File: config.mk
export PLATFORM = sky130hd
export DESIGN_NAME = alu_issue_regfile
export DESIGN_NICKNAME = d
export VERILOG_FILES = /design/src/rtl/alu_issue_regfile.sv
export SDC_FILE = /design/constraint.sdc
export NUM_CORES = 2
export LEC_CHECK = 0
export BUFFER_PORTS_ARGS = -buffer_cell sky130_fd_sc_hd__buf_2
export CAP_MARGIN = 20
export CORE_MARGIN = 8
export CORE_UTILIZATION = 57
export DETAILED_ROUTE_END_ITERATION = 12
export PLACE_DENSITY_LB_ADDON = 0.1
export SYNTH_ARGS = -nofsm -noshare
export SYNTH_HDL_FRONTEND = slang
export SYNTH_SLANG_ARGS = --single-unit
File: constraint.sdc
create_clock -name clk_i -period 2.1 [get_ports clk_i]
set_input_delay 0.105 -clock clk_i [delete_from_list [all_inputs] [get_ports clk_i]]
set_output_delay 0.105 -clock clk_i [all_outputs]
set_load 0.02 [all_outputs]
File: src/rtl/alu_issue_regfile.sv
// alu_issue_regfile
//   Operand-issue / writeback stage in front of a combinational ALU.
//   Accepts one micro-op (valid/ready), reads operands from a 2**ADDR_W x
//   DATA_W register file (x0 reads as zero), drives registered op/A/B to the
//   ALU, captures Result/Flag one edge later, then writes back. One op in
//   flight: IDLE -> EX -> WB -> IDLE, three cycles per op.
// Ports
//   clk_i, rst_ni             clock, async active-low reset
//   in_valid_i / in_ready_o   micro-op handshake (ready only in IDLE)
//   in_alu_op_i, in_rs1_i, in_rs2_i, in_rd_i, in_imm_i, in_use_imm_i
//   alu_op_o, alu_a_o, alu_b_o         registered ALU inputs
//   alu_result_i, alu_flag_i           ALU outputs, captured in EX
//   done_o, done_result_o, done_flag_o completion pulse + captured values
//   dbg_addr_i / dbg_data_o            combinational register-file peek
module alu_issue_regfile #(
  parameter int DATA_W = 32,
  parameter int ADDR_W = 5
) (
  input  logic              clk_i,
  input  logic              rst_ni,
  input  logic              in_valid_i,
  output logic              in_ready_o,
  input  logic [4:0]        in_alu_op_i,
  input  logic [ADDR_W-1:0] in_rs1_i,
  input  logic [ADDR_W-1:0] in_rs2_i,
  input  logic [ADDR_W-1:0] in_rd_i,
  input  logic [DATA_W-1:0] in_imm_i,
  input  logic              in_use_imm_i,
  output logic [4:0]        alu_op_o,
  output logic [DATA_W-1:0] alu_a_o,
  output logic [DATA_W-1:0] alu_b_o,
  input  logic [DATA_W-1:0] alu_result_i,
  input  logic              alu_flag_i,
  output logic              done_o,
  output logic [DATA_W-1:0] done_result_o,
  output logic              done_flag_o,
  input  logic [ADDR_W-1:0] dbg_addr_i,
  output logic [DATA_W-1:0] dbg_data_o
);

  localparam int NREG = 1 << ADDR_W;

  typedef enum logic [1:0] {IDLE, EX, WB} state_e;

  state_e              state_q, state_d;
  logic [4:0]          alu_op_q, alu_op_d;
  logic [DATA_W-1:0]   alu_a_q, alu_a_d;
  logic [DATA_W-1:0]   alu_b_q, alu_b_d;
  logic [ADDR_W-1:0]   rd_q, rd_d;
  logic [DATA_W-1:0]   wb_result_q, wb_result_d;
  logic                wb_flag_q, wb_flag_d;

  // Entry 0 is never written and is masked on every read port as well.
  logic [DATA_W-1:0]   rf_q [NREG];
  logic [DATA_W-1:0]   rs1_data, rs2_data;
  logic                rf_we;

  assign rs1_data   = (in_rs1_i   == '0) ? '0 : rf_q[in_rs1_i];
  assign rs2_data   = (in_rs2_i   == '0) ? '0 : rf_q[in_rs2_i];
  assign dbg_data_o = (dbg_addr_i == '0) ? '0 : rf_q[dbg_addr_i];

  // Compare/branch ops (11xxx) only produce a flag; they never write back.
  assign rf_we = (state_q == WB) && (alu_op_q[4:3] != 2'b11) && (rd_q != '0);

  always_comb begin
    state_d     = state_q;
    alu_op_d    = alu_op_q;
    alu_a_d     = alu_a_q;
    alu_b_d     = alu_b_q;
    rd_d        = rd_q;
    wb_result_d = wb_result_q;
    wb_flag_d   = wb_flag_q;
    unique case (state_q)
      IDLE: if (in_valid_i) begin
        alu_op_d = in_alu_op_i;
        alu_a_d  = rs1_data;
        alu_b_d  = in_use_imm_i ? in_imm_i : rs2_data;
        rd_d     = in_rd_i;
        state_d  = EX;
      end
      EX: begin
        wb_result_d = alu_result_i;
        wb_flag_d   = alu_flag_i;
        state_d     = WB;
      end
      WB:      state_d = IDLE;
      default: state_d = IDLE;
    endcase
  end

  always_ff @(posedge clk_i or negedge rst_ni) begin
    if (!rst_ni) begin
      state_q     <= IDLE;
      alu_op_q    <= '0;
      alu_a_q     <= '0;
      alu_b_q     <= '0;
      rd_q        <= '0;
      wb_result_q <= '0;
      wb_flag_q   <= 1'b0;
    end else begin
      state_q     <= state_d;
      alu_op_q    <= alu_op_d;
      alu_a_q     <= alu_a_d;
      alu_b_q     <= alu_b_d;
      rd_q        <= rd_d;
      wb_result_q <= wb_result_d;
      wb_flag_q   <= wb_flag_d;
    end
  end

  always_ff @(posedge clk_i or negedge rst_ni) begin
    if (!rst_ni) begin
      for (int i = 0; i < NREG; i++) rf_q[i] <= '0;
    end else if (rf_we) begin
      rf_q[rd_q] <= wb_result_q;
    end
  end

  assign in_ready_o    = (state_q == IDLE);
  assign done_o        = (state_q == WB);
  assign alu_op_o      = alu_op_q;
  assign alu_a_o       = alu_a_q;
  assign alu_b_o       = alu_b_q;
  assign done_result_o = wb_result_q;
  assign done_flag_o   = wb_flag_q;

endmodule

# Word level (Yosys, flattened, before mapping)

Index checks and enable logic that the tools add are counted.
Widths: inputs -> output; s select.

Bits in registers: 1133
Bits in latches: 0
RAM bits: 0
ROM bits: 0
Input bits: 94
Output and inout port bits: 136
Memories: 0

$add $sub $neg: 0
Multiply operators: 0
Divide/modulo/power cells: 0
$lt $le $gt $ge: 5
Equal/unequal tests: 4
Shift operators: 0
Muxes and demuxes: 18
Bitwise logic cells: 4
Reduce and logical (&&, ||, !) cells: 9

Operators with widths:

| operator           | number |
|---|---|
| $bwmux 1024        | 1 |
| $bmux 32 s5        | 3 |
| $mux 32            | 11 |
| $demux 32 s5       | 1 |
| $ge 6x6->1 const B | 4 |
| $not 5->6          | 4 |
| $logic_not 5->1    | 3 |
| $lt 6x1->1 const B | 1 |
| $reduce_bool 5->1  | 1 |
| $ne 2x2->1 const B | 2 |
| $pmux 2 s2         | 1 |
| $logic_and 1x1->1  | 3 |
| $eq 2x1->1 const B | 1 |
| $eq 2x2->1 const B | 1 |
| $logic_not 2->1    | 1 |
| $mux 2             | 1 |
| $reduce_and 2->1   | 1 |

# Logic depth before layout (Yosys ltp)

Word-level depth: 6
Mapped depth: 10
Gate-level depth less buffers: 6

# Worst setup path after synthesis

OpenSTA, ideal clock, no wires.

Path type: register to register
From: register state_q[0]
To: register rf_q[100] (netlist name)
Setup time: 0.125 ns
Arrival: 2.063 ns
Path slack: -0.088 ns
Cell stages (with the launch flop): 7
Cell sequence: dfrtp_1 and2b_1 and3_1 nand3_1 nor3_1 buf_2 mux2_2

Word-level cells in the longest chain between the ends: 3

RTL lines:

| what                           | RTL line | source |
|---|---|---|
| start: declaration             | 45       | `state_e state_q, state_d;` |
| start signal: assignment       | 101      | `state_q <= state_d;` |
| $eq 2x2->1                     | --       |  |
| net done_o                     | 34       | `output logic done_o,` |
| $logic_and 1x1->1 (2 in a row) | 63       | `assign rf_we = (state_q == WB) && (alu_op_q[4:3] != 2'b11) && (rd_q != '0);` |
| end signal: indexed assignment | 115      | `rf_q[rd_q] <= wb_result_q;` |
| end: declaration               | 54       | `logic [DATA_W-1:0] rf_q [NREG];` |

The timed path passes the listed nets, and every way through them passes these cells.
A chain may end at the register's enable or synchronous reset.

# Worst setup path after layout

From: register rf_q[164] (netlist name)
To: output port dbg_data_o[4]

Word-level cells in the longest chain between the ends: 4

RTL lines:

| what                                       | RTL line | source |
|---|---|---|
| $bmux 32 s5                                | 60       | `assign dbg_data_o = (dbg_addr_i == '0) ? '0 : rf_q[dbg_addr_i];` |
| $mux 32 (implied by the code) (2 in a row) | 60       |  |
| $mux 32                                    | 60       |  |
| end: declaration                           | 38       | `output logic [DATA_W-1:0] dbg_data_o` |

No other way between the ends. The select of a mux whose other input is x is not followed.

==> metrics.md <==
| Metric | Value |
|---|---|
| Status | `finished, violations left` |
| Violated checks | `negative setup slack` |
| # nets final | `5,685` |
| Maximum clock rate | `0.348 GHz` |
| Share of the clock period used by the worst path | `137%` |
| Worst setup margin | `-0.771 ns` |
| Vias per cell | `7.46` |
| DRC violation count after routing | `0` |
| Critical Setup Path Class | `reg -> out` |
| Hold crit path type | `in -> reg` |
| Cell Pwr Density | `1010 nW/µm²` |
| Largest net degree at the start of global routing | `94` |
| FF+latch count, synth | `1,133` |
| Final setup fails | `808` |
| Most common cell in the netlist | `dfrtp_1` |
| Initial antenna violation count | `9` |
| VDD IR max | `0.000956 V` |
| Vias in the first global route | `53,600` |
| Area of the multi-input gates | `39,300 µm²` |
| Synth area leader | `dfrtp_1` |
| Total grt overflow | `0` |
| Placed Area | `75,000 µm²` |
| Hold Vio Cnt, Final | `0` |
| Yosys warns | `0` |
| CTS tree | `done` |
| CP startpoint kind | `register` |
| Leading cell types by count after synthesis | `1,133 x dfrtp_1, 1,086 x mux2_2, 600 x mux4_2, 452 x mux2i_1, 283 x clkbuf_1` |
| Fin cells | `7,213` |
| Rel. slew slack | `37.9%` |
| First-pass GRT wire length | `381,000 µm` |
| Share of layout cells above drive strength 1 | `58.9%` |
| CTS sink cnt | `1,133` |
| Die Y | `358 µm` |
| Hold path depth | `5` |
| Die width | `358 µm` |
| Cts bufs inserted | `130` |
| Worst slew pin tran | `0.931 ns` |
| Ys async rst share | `100%` |
| CTS Buffer Depth | `3` |
| Unique masters post-synth | `45` |
| CP Capture Type | `primary output` |
| Hold slack | `0.0517 ns` |
| Fin area | `88,000 µm²` |
| RSZ-0062 raised after global routing | `yes` |
| Num rows | `125` |
| Routed WL | `279,000 µm` |
| IO Port Bufs | `229` |
| R2R depth | `8` |
| Initial detailed-routing violation count | `7,571` |
| Gpl congestion | `0.949` |
| Critical Path Source | `rf_q[164]` |
| Critical path required time | `2.00 ns` |
| Area Growth Syn to Fin | `32.1%` |
| Fin Setup TNS | `-115.00 ns` |
| Htree depth | `4` |
| DP Worst Slack | `-0.232 ns` |
| CORE AREA | `116,000 µm²` |
| Leak | `0.0401 µW` |
| Register area | `28,400 µm²` |
| Synth top area share | `42.6%` |
| Antenna viol nets, final | `0` |
| Worst reg2reg startpoint | `state_q[0]` |
| Minimum clock period | `2.87 ns` |
| Worst EP arrival | `2.77 ns` |
| WL/cell | `38.7 µm` |
| Ys flop type | `dfrtp_1` |
| Syn Inst Count | `4,698` |
| Syn nets | `4,792` |
| Worst-Skew Late Latency | `0.78 ns` |
| Startpoint of the worst hold path | `in_rs2_i[3]` |
| Clock Skew | `0.0308 ns` |
| CTS root buf | `clkbuf_16` |
| Slew Viols, Final | `0` |
| Total iterations of the first detailed-routing run | `6` |
| Synthesized area per cell | `14.2 µm²` |
| Most area-consuming cells after synthesis | `dfrtp_1 43%, mux4_2 20%, mux2_2 18%` |
| Syn Std Cell Area | `66,600 µm²` |
| Die area | `128,000 µm²` |
| Vias | `53,800` |
| All-layer global routing usage | `41.2%` |
| Final HPWL DP | `164,000 µm` |
| Post-synth EDFFs | `0` |
| Clk slew on worst S/H paths | `0.06 ns` |
| Max-Cap Viols | `0` |
| Placed insts | `6,560` |
| Initial Utilization | `57.4%` |
| Ports | `230` |
| Sequential share of the synthesized area | `42.6%` |
| Worst-path fanout max | `4` |
| Fillers | `6,941` |
==> cell usage in the layout, fill, tap and decap left out, types with 25 or more instances in the layout <==
cell | synthesis | routed
dfrtp_1 | 1133 | 1126
buf_4 | 23 | 652
mux4_2 | 600 | 600
mux2_2 | 1086 | 571
mux2_4 | 0 | 518
mux2i_1 | 452 | 452
buf_12 | 0 | 218
buf_2 | 152 | 185
nand2_1 | 209 | 163
clkbuf_16 | 0 | 161
a22oi_1 | 155 | 130
buf_6 | 20 | 88
dlygate4sd3_1 | 0 | 79
a211oi_1 | 69 | 65
a21oi_1 | 63 | 63
o22ai_1 | 54 | 54
buf_16 | 0 | 42
nand2_2 | 0 | 34
clkbuf_8 | 0 | 32
o22a_1 | 31 | 31
clkbuf_1 | 283 | 29
o41ai_2 | 0 | 26
a22oi_2 | 0 | 25
==> routing by layer <==
| layer | up-vias | part of all wire [%] | global-route usage [%] |
|---|---|---|---|
| met3 | 1327 | 14 | 14.5 |
| met5 | - | 0.024 | 0 |
| met2 | 4415 | 42 | 59.5 |
| met4 | 10 | 8.7 | 25.8 |
| met1 | 27700 | 35 | 53.1 |
| li1 | 20300 | - | - |
==> sequential cells by signal (all words and copies together), names as in the netlist <==
register	flops
done_result_o	32
alu_a_o	32
alu_b_o	32
done_flag_o	1
rf_q	1024
rd_q	5
alu_op_o	5
state_q	2
==> per-stage QoR <==
stage	util [%]	power, µW
floorplan	-	49500
global placement	64.6	58400
detailed placement	64.6	59200
CTS	73.1	85700
global route	75.8	91800
finish	75.8	88900
==> where the power goes <==
group / total [µW] / internal [µW] / switching [µW]
Clock: 23700 / 14100 / 9590
Sequential: 34300 / 27900 / 6450
Combinational: 30900 / 17600 / 13300
Total: 88900 / 59600 / 29300
==> layout make-up <==
class	count	area share, %
Multi-Input combinational cell	3017	44.7
Sequential cell	1133	32.2
Timing Repair Buffer	1306	15.9
Clock buffer	198	4.52
Tap cell	1524	2.17
Clock inverter	28	0.448
Inverter	3	0.0427
Antenna cell	4	0.0114
==> worst paths after layout <==
kind / slack (ns) / end
worst max-delay path: -0.77 / dbg_data_o[4]
worst min-delay path: 0.05 / alu_b_o[17]
worst max register to register: -0.31 / rf_q[256]
worst min register to register: 0.42 / rf_q[1021]
max in group asynchronous: 1.40 / rf_q[966]
min in group asynchronous: 0.15 / rf_q[182]
==> kinds of logic (layout without fill, tap and decap cells) <==
kind of cell,count (synthesis),in the layout,synth area share (%)
compound gates,558,558,6.17
buf+inv,548,1535,3.73
flops,1133,1133,42.6
mux,2141,2141,45.5
other cells,0,4,0
simple gates,318,318,2.02
==> what timing repair did <==
| item | in CTS | in global routing |
|---|---|---|
| pin swaps | 91 | 88 |
| endpoints found under the hold margin | 727 | 0 |
| hold buffers | 80 | 0 |
| setup endpoints to repair | 552 | 980 |
| buffers inserted | 255 | 71 |
| cloned | 31 | 26 |
| gates resized for setup | 454 | 583 |
==> worst max-delay path, stage by stage, from the launching register on <==
cell and delay, ns:
dfrtp_1 0.43, mux4_2 0.48, mux4_2 0.51, a22oi_2 0.29, nand2_2 0.14, buf_6 0.16
Note: power is estimated with default switching activity, not from simulation.
